**config.mk**
```make
export PLATFORM = sky130hd
export DESIGN_NAME = alu_share_arb_flat
export DESIGN_NICKNAME = d
export VERILOG_FILES = /design/src/rtl/alu_pkg.sv /design/src/rtl/alu_share_arb_if.sv /design/src/rtl/alu_share_arb_yalu.sv /design/src/rtl/alu_share_arb.sv /design/src/flat_wrapper.sv
export SDC_FILE = /design/constraint.sdc
export NUM_CORES = 1
export LEC_CHECK = 0
export CAP_MARGIN = 20
export CORE_MARGIN = 2
export CORE_UTILIZATION = 40
export CTS_CLUSTER_DIAMETER = 120
export DETAILED_ROUTE_END_ITERATION = 8
export GPL_TIMING_DRIVEN = 0
export MAX_ROUTING_LAYER = met4
export PLACE_DENSITY = 0.68
export SETUP_SLACK_MARGIN = 0.5
export SLEW_MARGIN = 10
export SYNTH_ARGS = -nofsm -noshare
export SYNTH_HDL_FRONTEND = slang
export SYNTH_SLANG_ARGS = --single-unit
```
**constraint.sdc**
```tcl
create_clock -name clk -period 14.6 [get_ports clk]
set_clock_uncertainty 0.1 [all_clocks]
set_input_delay 2.92 -clock clk [delete_from_list [all_inputs] [get_ports clk]]
set_output_delay 2.92 -clock clk [all_outputs]
set_load 0.05 [all_outputs]
```
**src/rtl/alu_pkg.sv**
```systemverilog
// Shared ALU definitions: op encodings understood by yAlu and the arbiter port count.
package alu_pkg;

   localparam int ALU_NPORTS = 2;

   localparam logic [2:0] ALU_AND = 3'b000;
   localparam logic [2:0] ALU_OR  = 3'b001;
   localparam logic [2:0] ALU_ADD = 3'b010;
   localparam logic [2:0] ALU_SUB = 3'b110;
   localparam logic [2:0] ALU_SLT = 3'b111;

   typedef logic [ALU_NPORTS-1:0] port_vec_t;

endpackage

```
**src/rtl/alu_share_arb_if.sv**
```systemverilog
// Request/response bundle between the two ALU clients and alu_share_arb.
interface alu_share_arb_if
   import alu_pkg::*;
#(
   parameter int WIDTH = 32
);
   port_vec_t         req_valid;
   port_vec_t         req_ready;
   logic [WIDTH-1:0]  req_a0;
   logic [WIDTH-1:0]  req_b0;
   logic [2:0]        req_op0;
   logic [WIDTH-1:0]  req_a1;
   logic [WIDTH-1:0]  req_b1;
   logic [2:0]        req_op1;
   port_vec_t         resp_valid;
   port_vec_t         resp_ready;
   logic [WIDTH-1:0]  resp_z0;
   logic [WIDTH-1:0]  resp_z1;
   logic              resp_zero0;
   logic              resp_zero1;

   modport master (
      output req_valid, req_a0, req_b0, req_op0, req_a1, req_b1, req_op1, resp_ready,
      input  req_ready, resp_valid, resp_z0, resp_z1, resp_zero0, resp_zero1
   );

   modport slave (
      input  req_valid, req_a0, req_b0, req_op0, req_a1, req_b1, req_op1, resp_ready,
      output req_ready, resp_valid, resp_z0, resp_z1, resp_zero0, resp_zero1
   );

endinterface

```
**src/rtl/alu_share_arb_yalu.sv**
```systemverilog
// yAlu: op[1:0] selects AND/OR/arith/SLT, op[2] turns the adder into a subtractor.
module yAlu #(
   parameter int WIDTH = 32
) (
   input  logic [WIDTH-1:0] a,
   input  logic [WIDTH-1:0] b,
   input  logic [2:0]       op,
   output logic [WIDTH-1:0] z,
   output logic             zero
);
   logic [WIDTH-1:0] b_eff;
   logic [WIDTH-1:0] sum;
   logic             slt;

   assign b_eff = op[2] ? ~b : b;
   assign sum   = a + b_eff + {{(WIDTH-1){1'b0}}, op[2]};
   // Direct signed compare rather than the adder sign bit, so overflow cannot flip SLT.
   assign slt   = $signed(a) < $signed(b);

   always_comb begin
      z = '0;
      case (op[1:0])
         2'b00:   z = a & b;
         2'b01:   z = a | b;
         2'b10:   z = sum;
         default: z = {{(WIDTH-1){1'b0}}, slt};
      endcase
   end

   assign zero = (z == '0);

endmodule

```
**src/rtl/alu_share_arb.sv**
```systemverilog
// Two-port arbiter sharing one yAlu; one registered result slot per port.
// Define ALU_ARB_FIXED_PRI_EN for fixed priority (port 0 wins ties, no rr_ptr).
module alu_share_arb
   import alu_pkg::*;
#(
   parameter int WIDTH = 32
) (
   input  logic            clk,
   input  logic            rst,
   alu_share_arb_if.slave  bus
);
   port_vec_t        elig;
   port_vec_t        grant;
   port_vec_t        slot_valid;
   port_vec_t        slot_zero;
   logic [WIDTH-1:0] slot_z [ALU_NPORTS];
   logic [WIDTH-1:0] alu_a;
   logic [WIDTH-1:0] alu_b;
   logic [2:0]       alu_op;
   logic [WIDTH-1:0] alu_z;
   logic             alu_zero;

   // A slot being drained this cycle can be refilled in the same cycle.
   assign elig = bus.req_valid & (~slot_valid | bus.resp_ready);

`ifdef ALU_ARB_FIXED_PRI_EN
   always_comb begin
      grant = elig;
      if (&elig) begin
         grant = 2'b01;
      end
   end
`else
   logic rr_ptr_q;
   logic rr_ptr_d;

   always_comb begin
      grant = elig;
      if (&elig) begin
         grant = rr_ptr_q ? 2'b10 : 2'b01;
      end
   end

   always_comb begin
      rr_ptr_d = rr_ptr_q;
      if (grant[0]) begin
         rr_ptr_d = 1'b1;
      end else if (grant[1]) begin
         rr_ptr_d = 1'b0;
      end
   end

   always_ff @(posedge clk) begin
      if (rst) begin
         rr_ptr_q <= 1'b0;
      end else begin
         rr_ptr_q <= rr_ptr_d;
      end
   end
`endif

   // Port 0 feeds the ALU when idle; the result is simply not captured.
   assign alu_a  = grant[1] ? bus.req_a1  : bus.req_a0;
   assign alu_b  = grant[1] ? bus.req_b1  : bus.req_b0;
   assign alu_op = grant[1] ? bus.req_op1 : bus.req_op0;

   yAlu #(.WIDTH(WIDTH)) u_alu (
      .a    (alu_a),
      .b    (alu_b),
      .op   (alu_op),
      .z    (alu_z),
      .zero (alu_zero)
   );

   genvar gi;
   generate
      for (gi = 0; gi < ALU_NPORTS; gi++) begin : gen_slot
         logic             valid_q, valid_d;
         logic             zero_q, zero_d;
         logic [WIDTH-1:0] z_q, z_d;

         always_comb begin
            valid_d = valid_q;
            zero_d  = zero_q;
            z_d     = z_q;
            if (grant[gi]) begin
               valid_d = 1'b1;
               zero_d  = alu_zero;
               z_d     = alu_z;
            end else if (valid_q && bus.resp_ready[gi]) begin
               valid_d = 1'b0;
            end
         end

         always_ff @(posedge clk) begin
            if (rst) begin
               valid_q <= 1'b0;
               zero_q  <= 1'b0;
               z_q     <= '0;
            end else begin
               valid_q <= valid_d;
               zero_q  <= zero_d;
               z_q     <= z_d;
            end
         end

         assign slot_valid[gi] = valid_q;
         assign slot_zero[gi]  = zero_q;
         assign slot_z[gi]     = z_q;
      end
   endgenerate

   assign bus.req_ready  = grant;
   assign bus.resp_valid = slot_valid;
   assign bus.resp_z0    = slot_z[0];
   assign bus.resp_z1    = slot_z[1];
   assign bus.resp_zero0 = slot_zero[0];
   assign bus.resp_zero1 = slot_zero[1];

endmodule

```
**src/flat_wrapper.sv**
```systemverilog
// flat-port wrapper written by rule: the top's interface ports become plain ports
module alu_share_arb_flat import alu_pkg::*;
#(
   parameter int WIDTH = 32
)
  (clk, rst, bus_req_valid, bus_req_a0, bus_req_b0, bus_req_op0, bus_req_a1, bus_req_b1, bus_req_op1, bus_resp_ready, bus_req_ready, bus_resp_valid, bus_resp_z0, bus_resp_z1, bus_resp_zero0, bus_resp_zero1);
  alu_share_arb_if #(.WIDTH(WIDTH)) bus_i ();
  input  logic clk;
  input  logic rst;
  input wire logic [$bits(bus_i.req_valid)-1:0] bus_req_valid;
  input wire logic [$bits(bus_i.req_a0)-1:0] bus_req_a0;
  input wire logic [$bits(bus_i.req_b0)-1:0] bus_req_b0;
  input wire logic [$bits(bus_i.req_op0)-1:0] bus_req_op0;
  input wire logic [$bits(bus_i.req_a1)-1:0] bus_req_a1;
  input wire logic [$bits(bus_i.req_b1)-1:0] bus_req_b1;
  input wire logic [$bits(bus_i.req_op1)-1:0] bus_req_op1;
  input wire logic [$bits(bus_i.resp_ready)-1:0] bus_resp_ready;
  output wire logic [$bits(bus_i.req_ready)-1:0] bus_req_ready;
  output wire logic [$bits(bus_i.resp_valid)-1:0] bus_resp_valid;
  output wire logic [$bits(bus_i.resp_z0)-1:0] bus_resp_z0;
  output wire logic [$bits(bus_i.resp_z1)-1:0] bus_resp_z1;
  output wire logic [$bits(bus_i.resp_zero0)-1:0] bus_resp_zero0;
  output wire logic [$bits(bus_i.resp_zero1)-1:0] bus_resp_zero1;
  assign bus_i.req_valid = bus_req_valid;
  assign bus_i.req_a0 = bus_req_a0;
  assign bus_i.req_b0 = bus_req_b0;
  assign bus_i.req_op0 = bus_req_op0;
  assign bus_i.req_a1 = bus_req_a1;
  assign bus_i.req_b1 = bus_req_b1;
  assign bus_i.req_op1 = bus_req_op1;
  assign bus_i.resp_ready = bus_resp_ready;
  assign bus_req_ready = bus_i.req_ready;
  assign bus_resp_valid = bus_i.resp_valid;
  assign bus_resp_z0 = bus_i.resp_z0;
  assign bus_resp_z1 = bus_i.resp_z1;
  assign bus_resp_zero0 = bus_i.resp_zero0;
  assign bus_resp_zero1 = bus_i.resp_zero1;
  alu_share_arb #(.WIDTH(WIDTH)) u_core (.clk(clk), .rst(rst), .bus(bus_i));
endmodule
```
==> impl_results.md, run 1 <==
- Status: aborted with a tool error
- Failing step: detailed routing
- First Err: [ERROR DRT-0255] Maze Route cannot find path of net clk in worker of routeBox ( 96600 96600 ) ( 146895 146895 ).
- CTS Hold Bufs: 0
- Largest net degree at the start of global routing: 14
- Initial antenna violation count: 0
- Port Buffers: 208
- Die width: 147 microns
- First-pass GRT wire length: 45.4 mm
- Mux share of post-synthesis cell area: 5.50%
- XOR/XNOR share of the synthesized area: 4.93%
- Sequential share of the synthesized area: 16.9%
- Global-route usage over all layers: 26.9%
- CTS resizes: 0
- Initial Utilization: 40.6%
- CTS Buffer Depth: 2
- Die height: 147 microns
- Post-Synth Simple-Gate Area: 22.1%
- Detailed placement HPWL: 23.4 mm
- Synthesized-area fraction occupied by adder cells: 19.1%
- Syn_area_per_cell: 7.47 sq um
- Netlist cell types: 76
- Syn Nets: 1358
- H-tree depth: 3
- Async SR Flop Fraction: 0%
- Main combinational cell family by area after synthesis: compound AO/OA/AOI/OAI gates
- Syn Std Cell Area: 0.00817 sq mm
- CTS Sinks: 69
- Synthesized netlist cell count: 1094
- Post-synth top flop: dfxtp_1
- Yosys warning total: 0
- Vias in the first global route: 8373
- Gpl congestion: 0.950
- CTS root buffer: clkbuf_16
- Post-synthesis register bit count: 69
- Post-CTS setup buffers: 0
- Number of synthesized flops with an enable pin: 0
- GR Overflow Total: 0
- Synth Area in Compound Gates: 24.4%
- TritonCTS buffer count: 9
- IO Pins: 210
- Cell Rows: 52
## metrics by stage
step | instance area (sq um) | hold WS (ns) | setup slack, ns | cells | util [%]
global route | 10900 | 0.386 | 4.55 | 1588 | 54.4
CTS | 10900 | 0.361 | 4.72 | 1588 | 54.4
floorplan | 8170 | 0.381 | 6.85 | 1094 | -
global placement | 10600 | 0.367 | 4.74 | 1572 | 52.7
detailed placement | 10600 | 0.354 | 4.75 | 1572 | 52.7
## synth_stat cells, types with 23 or more instances
library cell	number	area share [%]
nand2_1	133	6.1
nor2_1	126	5.8
ha_1	123	19
inv_1	79	3.6
dfxtp_1	69	17
a211oi_1	63	5.8
a21oi_1	49	3.0
xnor2_1	41	4.4
mux2i_1	40	4.9
o21ai_0	40	2.5
clkbuf_1	39	1.8
nor3_1	23	1.4
## logic make-up after synthesis
| family | count (synthesis) |
|---|---|
| and+or+nand+nor | 391 |
| AOI/OAI and AO/OA | 277 |
| buffers and inverters | 143 |
| adders and majority gates | 124 |
| DFF | 69 |
| xor gates and xnor gates | 46 |
| muxes | 44 |
## layer usage
metal,track usage [%]
met4,5.48
met1,36.8
met5,-
met3,2.30
met2,43.9
==> inputs of run 2 (changes only) <==
- CORE_UTILIZATION: 40 -> 25
- CTS_CLUSTER_DIAMETER: 120 -> default
- MAX_ROUTING_LAYER: met4 -> default
- PLACE_DENSITY: 0.68 -> default
- PLACE_DENSITY_LB_ADDON: default -> 0.15
- SETUP_SLACK_MARGIN: 0.5 -> default
==> run 2 against run 1 <==
The run now ends clean. Area after synthesis unchanged. Global-route usage decreased by 8.9 points. Synthesized cell count unchanged.
==> impl_results.md, run 2 <==
- IO Pins: 210 (unchanged)
- Fin cells: 1760
- Power density cells: 101 mW/mm^2
- Post-CTS setup buffers: 0 (unchanged)
- Cell mode on critical path: clkbuf_1
- Post-synth top cells: nand2_1, nor2_1, ha_1, inv_1, dfxtp_1 (unchanged)
- TritonCTS buffer count: 9 (unchanged)
- Syn Std Cell Area: 0.00817 sq mm (unchanged)
- Area contributors post-synth: ha_1, dfxtp_1, nand2_1, a211oi_1, nor2_1 (unchanged)
- Most numerous cell in the Yosys netlist: nand2_1 (unchanged)
- Yosys warning total: 0 (unchanged)
- CTS root buffer: clkbuf_16 (unchanged)
- Peak supply drop: 0.0000614 V
- Commonest cells after routing, fill and taps aside: clkdlybuf4s50_1, nand2_1, nor2_1
- Global-route usage over all layers: 18.0% (was 26.9%)
- H-tree depth: 3 (unchanged)
- Worst skew pair latency: 0.33 ns
- Cells after DPL: 1744 (was 1572)
- Synthesized netlist cell count: 1094 (unchanged)
- Crit path launch type: primary input
- Fmax: 101 MHz
- Worst Hold Class: reg -> reg
- Worst slew pin tran: 1.05 ns
- First-pass GRT wire length: 46.8 mm (was 45.4 mm)
- Detailed placement HPWL: 26.4 mm (was 23.4 mm)
- Leakage power: 0.00473 uW
- # DRC: 0
- Initial antenna violation count: 0 (unchanged)
- Largest net degree at the start of global routing: 12 (was 14)
- Netlist cell types: 76 (unchanged)
- CP Class: in -> out
- CTS Buffer Depth: 2 (unchanged)
- Final slew viol count: 0
- Crit path buf inv count: 8
- Beginning of the critical path: bus_resp_ready[1]
- Setup crit end: bus_req_ready[1]
- CP max stage cell: clkdlybuf4s50_1
- Antenna Nets Post-Route: 0
- Status: complete, no violations (was aborted with a tool error)
- CTS Sinks: 69 (unchanged)
- Port Buffers: 208 (unchanged)
- R2R Path Start: u_core.gen_slot[0].valid_q
- Cell Rows: 66 (was 52)
- Max-cap violation count: 0
- Met1 WL: 15.4 mm
- CTS resizes: 0 (unchanged)
- CTS clk-pin slew, worst paths: 0.05 ns
- CTS tree: yes
- Syn Nets: 1358 (unchanged)
- Critical path, cell by cell: clkdlybuf4s50_1, nand2b_1, o211ai_4, inv_2, clkbuf_1, buf_2, clkbuf_1, clkbuf_1, buf_4, clkdlybuf4s50_1
- Post-synthesis register bit count: 69 (unchanged)
- Fin nets: 1577
- CP Capture Type: primary output
- Post-synth top area share: 18.8% (unchanged)
- Syn_area_per_cell: 7.47 sq um (unchanged)
- RSZ-0062 raised after global routing: no
- Synth area leader: ha_1 (unchanged)
- Core Box Area: 0.0324 sq mm
- Setup TNS: 0 ns
- Final Hold Vio Count: 0
- Vias in the first global route: 7969 (was 8373)
- Met3 WL: 1.51 mm
- Reg2reg path depth: 20
- Area Overhead vs Synth: 36.1%
- Async SR Flop Fraction: 0% (unchanged)
- Via count: 8524
- # diodes: 0
- CP Depth: 10
- Final Power: 1120 uW
- Slew headroom: 30.2%
- DRT Wirelength: 31.5 mm
- Setup violations, final: 0
- Wire per inst: 17.9 microns
- Initial Utilization: 25.2% (was 40.6%)
- WP data arrival: 6.88 ns
- Uppermost routed layer: met4
- Router iterations before antenna repair: 5
- Sequential share of the synthesized area: 16.9% (unchanged)
- Crit Path Max Fanout: 10
- Tcrit/Tclk final: 67.8%
- Number of synthesized flops with an enable pin: 0 (unchanged)
- Gpl congestion: 0.867 (was 0.950)
- Die width: 185 microns (was 147 microns)
- First DRT Iteration DRCs: 512
- Required @ worst endpoint: 11.58 ns
- Total die area: 0.0341 sq mm
- Routed vias/inst: 4.84
- Post-synth top flop: dfxtp_1 (unchanged)
- Die height: 185 microns (was 147 microns)
- R2R Setup Slk: 7.97 ns
- Fin crit period: 9.90 ns
- CTS Hold Bufs: 0 (unchanged)
- Delay-heaviest family, CP: buffers and inverters
- Max incr delay on CP: 0.79 ns
- Fraction of layout cells with a size suffix above 1: 4.48%
- Met2 wire len: 14.0 mm
- Reg2reg end: u_core.bus.resp_zero0
- Commonest non-fill, non-tap cell in the layout: clkdlybuf4s50_1
- GR Overflow Total: 0 (unchanged)
-- run 2: worst register-to-register path: cells and delay by family (launching register included) --
family,cells,cell delay [ns]
flip-flops,1,0.35
buffers and inverters,6,2.31
AO/OA/AOI/OAI,6,2.17
adder cells (fa/ha/maj),1,0.25
AND/OR/NAND/NOR,7,1.39
-- run 2: layer usage --
metal,track usage [%],up-vias
met5,0,-
met4,3.84,0
met1,25.3,3965
li1,-,4305
met3,1.76,29
met2,29.8,225
-- run 2: report_power, final --
part | switching (uW) | total, uW | internal [uW]
Clock | 79.6 | 225 | 145
Sequential | 13.0 | 222 | 209
Combinational | 422 | 673 | 251
Total | 514 | 1120 | 605
-- run 2: kinds of logic after synthesis --
kind of cell    share of synthesized area, %
fa+ha+maj                               19.1
simple gates                            22.1
xor+xnor                                4.93
compound gates                          24.4
mux                                     5.50
flops                                   16.9
buf+inv                                 7.08
-- run 2: cell type report --
type / instances / area, sq um
fillers: 3524 / 21300
clock buffers: 12 / 267
inverters: 80 / 300
repair buffers: 208 / 2080
multi-input cells: 882 / 6210
flip-flops and latches: 69 / 1380
well taps: 442 / 553
clock inverters: 4 / 45.0
plain buffers: 63 / 278
-- run 2: worst min-delay path by stage --
| stage | start | to | cells past startpoint |
|---|---|---|---|
| final | u_core.bus.resp_z0[1] | u_core.bus.resp_z0[1] | 2 |
| after global routing | u_core.bus.resp_z1[19] | u_core.bus.resp_z1[19] | 2 |
| after CTS | u_core.bus.resp_z0[1] | u_core.bus.resp_z0[1] | 2 |
| after detailed placement | u_core.bus.resp_z0[1] | u_core.bus.resp_z0[1] | 2 |
| after global placement | u_core.bus.resp_z0[1] | u_core.bus.resp_z0[1] | 2 |
| after floorplan | u_core.rr_ptr_q | u_core.rr_ptr_q | 2 |
-- run 2: through the flow --
step | utilization, % | hold WS, ns | worst slack (ns) | instance area (sq um)
finish | 34.3 | 0.397 | 4.70 | 11100
global route | 34.3 | 0.415 | 4.43 | 11100
CTS | 34.3 | 0.388 | 4.65 | 11100
detailed placement | 33.4 | 0.380 | 4.66 | 10800
global placement | 33.4 | 0.383 | 4.70 | 10800
floorplan | - | 0.381 | 6.85 | 8170
Note: power is estimated with default switching activity, not from simulation.
==> inputs of run 3 (changes only) <==
- clock period: 14.6 -> 8.2 ns (I/O delays scaled with it)
==> run 3 against run 2 <==
Sequential share of layout area about the same. Critical path depth increased by 10. Wire length decreased by 0.34%. Largest power group unchanged.
==> impl_results.md, run 3 (same netlist as run 2, synthesis figures left out) <==
- Final slew viol count: 0 (unchanged)
- First-pass GRT wire length: 46.8 mm (unchanged)
- Wire per inst: 17.8 microns (was 17.9 microns)
- Critical path, cell by cell: clkdlybuf4s50_1, nand2b_1, o211ai_4, inv_2, clkbuf_1, clkdlybuf4s15_1, mux2i_1, inv_1, xnor2_1, ha_1, buf_2, nand4_1, or3_1, a211o_1, a21bo_1, a31oi_1, and4_1, and4_1, nand4_1, o21ai_1 (was clkdlybuf4s50_1, nand2b_1, o211ai_4, inv_2, clkbuf_1, buf_2, clkbuf_1, clkbuf_1, buf_4, clkdlybuf4s50_1)
- Combinational power share: 60.2% (was 60.1%)
- Port Buffers: 208 (unchanged)
- Psw: 914 uW (was 514 uW)
- Hold Slack: 0.392 ns (was 0.397 ns)
- Post-CTS setup buffers: 0 (unchanged)
- Final Hold Vio Count: 0 (unchanged)
- CP Class: in -> reg (was in -> out)
- Detailed placement HPWL: 26.4 mm (unchanged)
- Area Overhead vs Synth: 36.2% (was 36.1%)
- CTS tree: yes (unchanged)
- CTS Buffer Depth: 2 (unchanged)
- Multi-input combinational cell area: 0.00621 sq mm (about the same)
- Required @ worst endpoint: 8.36 ns (was 11.58 ns)
- IO Pins: 210 (unchanged)
- Clk network pwr share: 20.0% (was 20.1%)
- Reg2reg path depth: 19 (was 20)
- Fmax: 130 MHz
- Share of total power in sequential cells: 19.8% (about the same)
- Antenna Nets Post-Route: 0 (unchanged)
- CTS clk-pin slew, worst paths: 0.05 ns (about the same)
- Beginning of the critical path: bus_resp_ready[1] (unchanged)
- Fraction of layout cells with a size suffix above 1: 4.71% (was 4.48%)
- Total die area: 0.0341 sq mm (unchanged)
- R2R Path Start: u_core.gen_slot[0].valid_q (unchanged)
- Reg2reg end: u_core.bus.resp_zero0 (unchanged)
- Die height: 185 microns (unchanged)
- Initial Utilization: 25.2% (unchanged)
- Worst slew pin tran: 0.972 ns (was 1.05 ns)
- Initial antenna violation count: 0 (unchanged)
- Tcrit/Tclk final: 93.9%
- Setup TNS: 0 ns (unchanged)
- Crit path buf inv count: 6 (was 8)
- TritonCTS buffer count: 9 (unchanged)
- Peak supply drop: 0.000109 V (was 0.0000614 V)
- Gpl congestion: 0.867 (unchanged)
- Commonest non-fill, non-tap cell in the layout: clkdlybuf4s50_1 (unchanged)
- Setup crit end: u_core.bus.resp_zero0 (was bus_req_ready[1])
- CP Depth: 20 (was 10)
- Router iterations before antenna repair: 5 (unchanged)
- CTS Sinks: 69 (unchanged)
- Status: complete, no violations (unchanged)
- Largest net degree at the start of global routing: 12 (unchanged)
- Vias in the first global route: 7969 (unchanged)
- Commonest cells after routing, fill and taps aside: clkdlybuf4s50_1, nand2_1, nor2_1 (unchanged)
- CTS root buffer: clkbuf_16 (unchanged)
- Worst Hold Class: reg -> reg (unchanged)
- Crit Path Max Fanout: 10 (unchanged)
- CP Capture Type: register (was primary output)
- Final Power: 1990 uW (was 1120 uW)
- # diodes: 0 (unchanged)
- Max-cap violation count: 0 (unchanged)
- Core Box Area: 0.0324 sq mm (unchanged)
- Sw Ratio: 45.9% (about the same)
- Int Power: 1080 uW (was 605 uW)
- # DRC: 0 (unchanged)
- Fill count: 3523 (was 3524)
- Fin crit period: 7.70 ns
- Setup violations, final: 0 (unchanged)
- WP data arrival: 7.87 ns (was 6.88 ns)
- Leakage power: 0.00474 uW (was 0.00473 uW)
- GR Overflow Total: 0 (unchanged)
- R2R Setup Slk: 1.95 ns (was 7.97 ns)
- Power density cells: 179 mW/mm^2 (was 101 mW/mm^2)
- Global-route usage over all layers: 18.0% (unchanged)
- Register area: 0.00138 sq mm (unchanged)
- Die width: 185 microns (unchanged)
- Via count: 8517 (was 8524)
- RSZ-0062 raised after global routing: no (unchanged)
- Max incr delay on CP: 0.80 ns (was 0.79 ns)
- First DRT Iteration DRCs: 581 (was 512)
- Cell Rows: 66 (unchanged)
- Worst skew pair latency: 0.33 ns (about the same)
- H-tree depth: 3 (unchanged)
- Delay-heaviest family, CP: buffers and inverters (unchanged)
- CP max stage cell: clkdlybuf4s15_1 (was clkdlybuf4s50_1)
- DRT Wirelength: 31.4 mm (was 31.5 mm)
- Slew headroom: 33.4% (was 30.2%)
- Crit path launch type: primary input (unchanged)
- Fin nets: 1576 (was 1577)
- Routed vias/inst: 4.84 (about the same)
==> run 3: area by class of cell <==
type                    instances  share of cell area [%]
flip-flops and latches         69                    12.4
inverters                      80                    2.70
clock inverters                 4                   0.405
repair buffers                208                    18.7
plain buffers                  62                    2.54
clock buffers                  12                    2.40
multi-input cells             882                    55.9
well taps                     442                    4.97
==> run 3: power groups by stage <==
stage               combinational [uW]  clock, uW  sequential, uW
detailed placement                1190          0             401
CTS                               1200        402             394
floorplan                          683          0             513
global route                      1320        415             398
finish                            1200        399             394
global placement                  1190          0             402
==> run 3: what timing repair did <==
action,CTS,global route
setup endpoints to repair,0,4
gates resized for setup,0,7
hold buffers,0,0
==> run 3: worst min-delay path by stage <==
stage / start / end / slack (ns) / depth (start not counted)
final: u_core.bus.resp_z0[1] / u_core.bus.resp_z0[1] / 0.39 / 2
after CTS: u_core.bus.resp_z0[1] / u_core.bus.resp_z0[1] / 0.39 / 2
after global routing: u_core.bus.resp_z1[19] / u_core.bus.resp_z1[19] / 0.42 / 2
after global placement: u_core.bus.resp_z0[1] / u_core.bus.resp_z0[1] / 0.38 / 2
after detailed placement: u_core.bus.resp_z0[1] / u_core.bus.resp_z0[1] / 0.38 / 2
after floorplan: u_core.rr_ptr_q / u_core.rr_ptr_q / 0.38 / 2
==> run 3: per-layer routing <==
layer  wire length, microns  GRT usage [%]  up-vias
li1                       -              -     4306
met1                  15300           25.3     3946
met2                  14000           29.8      237
met3                   1600           1.76       28
met4                    498           3.84        0
met5                      0              0        -
==> run 3: metrics by stage <==
step                      utilization [%]  setup WS (ns)  std cells  cell area, sq um
after floorplan                         -           2.31       1094              8170
after global routing                 34.4         0.0236       1759             11100
after CTS                            34.3          0.101       1760             11100
final                                34.4          0.499       1759             11100
after global placement               33.4         -0.169       1744             10800
after detailed placement             33.4         -0.222       1744             10800
==> run 3: worst register-to-register path, cell delays in order, from the launching register on <==
cell and delay, ns:
dfxtp_1 0.35, nor2b_2 0.25, o211ai_4 0.19, inv_2 0.16, clkbuf_1 0.38, clkdlybuf4s15_1 0.80, mux2i_1 0.46, inv_1 0.13
xnor2_1 0.15, ha_1 0.30, buf_2 0.20, nand4_1 0.22, or3_1 0.44, a211o_1 0.35, a21bo_1 0.19, a31oi_1 0.66
and4_1 0.34, and4_1 0.23, nand4_1 0.13, o21ai_1 0.16
==> variant, RTL diff (settings of run 3) <==
Change the package constant `ALU_NPORTS` from 2 to 4.
--- a/src/rtl/alu_pkg.sv
+++ b/src/rtl/alu_pkg.sv
@@ -1,7 +1,7 @@
 // Shared ALU definitions: op encodings understood by yAlu and the arbiter port count.
 package alu_pkg;
 
-   localparam int ALU_NPORTS = 2;
+   localparam int ALU_NPORTS = 4;
 
    localparam logic [2:0] ALU_AND = 3'b000;
    localparam logic [2:0] ALU_OR  = 3'b001;
Interface: changed (resized bus_req_ready, bus_req_valid, bus_resp_ready and bus_resp_valid); port bits go from 210 to 218. No check against the original RTL was run, so the function may have changed too.
==> variant against run 3 <==
- synthesized area decreased by 1.8%
- critical path depth grew 1
- final area fell by 0.84%
- routed wire length grew 0.37%
- total power up 1.4%
- worst setup slack improved by 0.095 ns
- synthesized cell count shrank 3.5%
- die area is 1.8% lower
- critical path type unchanged
- highest routed layer unchanged
- non-clock buffer count grew 14
- count of clock-buffer cells in the layout shrank 3
- register-to-register slack gained 0.07 ns
- sequential cell count is 2 higher
- via count shrank 2.9%
- first-iteration DRC count is 31% lower
==> variant: results (changes against run 3) <==
| Metric | Value |
|---|---|
| Post-CTS Setup Inserts | `0 (unchanged)` |
| Initial DRC count | `400 (was 581)` |
| Share of layout cells above drive strength 1 | `5.20% (was 4.71%)` |
| Hpwl dp | `26200 um (was 26400 um)` |
| ANT cells | `0 (unchanged)` |
| Post-synthesis sequential area ratio | `17.7% (was 16.9%)` |
| Worst VDD drop | `114 uV (was 109 uV)` |
| Outcome | `finished, final reports clean (unchanged)` |
| Worst-skew pair later-pin latency | `0.33 ns (about the same)` |
| Static Leak | `4.88 nW (was 4.74 nW)` |
| Largest net degree at the start of global routing | `14 (was 12)` |
| GP Congestion | `0.882 (was 0.867)` |
| GRT Total Usage | `18.3% (was 18.0%)` |
| FILL cells | `3436 (was 3523)` |
| Synthesized Nets | `1324 (was 1358)` |
| Bufs on Longest Clock Path | `2 (unchanged)` |
| Avg Cell Area, Syn | `7.59 um2 (was 7.47 um2)` |
| Placed inst area | `0.0107 mm2 (was 0.0108 mm2)` |
| Least-Margin Pin Slew | `1.22 ns (was 0.972 ns)` |
| Nets@finish | `1552 (was 1576)` |
| Worst hold path type | `flop to flop (unchanged)` |
| Post-synthesis cell type count | `78 (was 76)` |
| # H-tree levels | `3 (unchanged)` |
| Routed WL | `31500 um (was 31400 um)` |
| Placed cells | `1674 (was 1744)` |
| Vias in the first global route | `7764 (was 7969)` |
| Vias | `8271 (was 8517)` |
| First-pass GRT wire length | `46800 um (about the same)` |
| Most area-consuming cells after synthesis | `ha_1, dfxtp_1, nand2_1 (unchanged)` |
| IO Port Bufs | `216 (was 208)` |
==> variant: worst paths after layout <==
kind | startpoint | end | slack [ns] | cells after the start
hold / removal | u_core.gen_slot[3].valid_q | u_core.gen_slot[3].valid_q | 0.39 | 2
setup / recovery | bus_req_valid[3] | u_core.bus.resp_zero0 | 0.59 | 21
setup reg to reg | u_core.gen_slot[2].valid_q | u_core.bus.resp_zero0 | 2.02 | 20
hold reg to reg | u_core.gen_slot[3].valid_q | u_core.gen_slot[3].valid_q | 0.39 | 2
==> variant: report_power, final <==
group	switching (mW)	internal, mW	total (mW)	leakage (nW)
registers	0.0246	0.383	0.408	0.588
logic	0.747	0.444	1.19	4.13
clock network	0.155	0.267	0.422	0.160
total	0.926	1.09	2.02	4.88
==> variant: worst max-delay path: stages <==
cell,delay (ns)
clkdlybuf4s50_1,0.48
nand2_1,0.07
or3_4,0.44
o21ai_4,0.27
buf_6,0.21
clkbuf_1,0.58
clkbuf_1,0.56
nand2_1,0.11
nand2_1,0.19
ha_1,0.34
and3_1,0.25
and4_1,0.21
a31oi_1,0.38
nand4_1,0.15
o21ai_1,0.30
xnor2_1,0.12
a221oi_1,0.77
nand4_1,0.16
nor3_1,0.26
nand4_1,0.13
o32ai_1,0.12
==> variant: cell type report <==
| type | count | area share [%] |
|---|---|---|
| timing repair buffer | 217 | 19.7 |
| inverter | 77 | 2.62 |
| clock inverter | 7 | 0.873 |
| clock buffer | 9 | 2.04 |
| tap | 402 | 4.56 |
| sequential | 71 | 12.9 |
| multi-input combinational | 841 | 54.3 |
| buffer | 67 | 2.98 |
==> variant: what timing repair did <==
item	4_1_cts	5_1_grt
hold buffers	0	0
setup endpoints to repair	0	2
gates resized for setup	0	9
==> variant: cells by family (layout without fill, tap and decap cells) <==
kind of cell               count (synthesis)  in the layout  share of synthesized area [%]
AOI/OAI and AO/OA                        252            252                           22.2
buffers and inverters                    144            377                           7.66
DFF                                       71             71                           17.7
muxes                                     47             47                           5.88
and+or+nand+nor                          359            359                           20.5
xor gates and xnor gates                  59             59                           6.54
adders and majority gates                124            124                           19.4
==> variant: per-stage QoR <==
stage	power (mW)	TNS [ns]	util [%]	hold slack, ns	worst slack [ns]
2_1_floorplan	1.19	0	-	0.354	2.08
3_3_place_gp	1.59	-0.348	33.9	0.375	-0.182
3_5_place_dp	1.60	-0.403	33.9	0.378	-0.217
4_1_cts	2.02	0	34.9	0.392	0.130
5_1_grt	2.15	0	35.0	0.410	0.0369
6_report	2.02	0	35.0	0.385	0.594
==> variant: per-layer routing <==
layer	GRT usage, %	vias up	wire (um)
li1	-	4161	-
met1	25.8	3862	15100
met2	30.6	232	14500
met3	1.91	16	1580
met4	2.91	0	269
met5	0	-	0
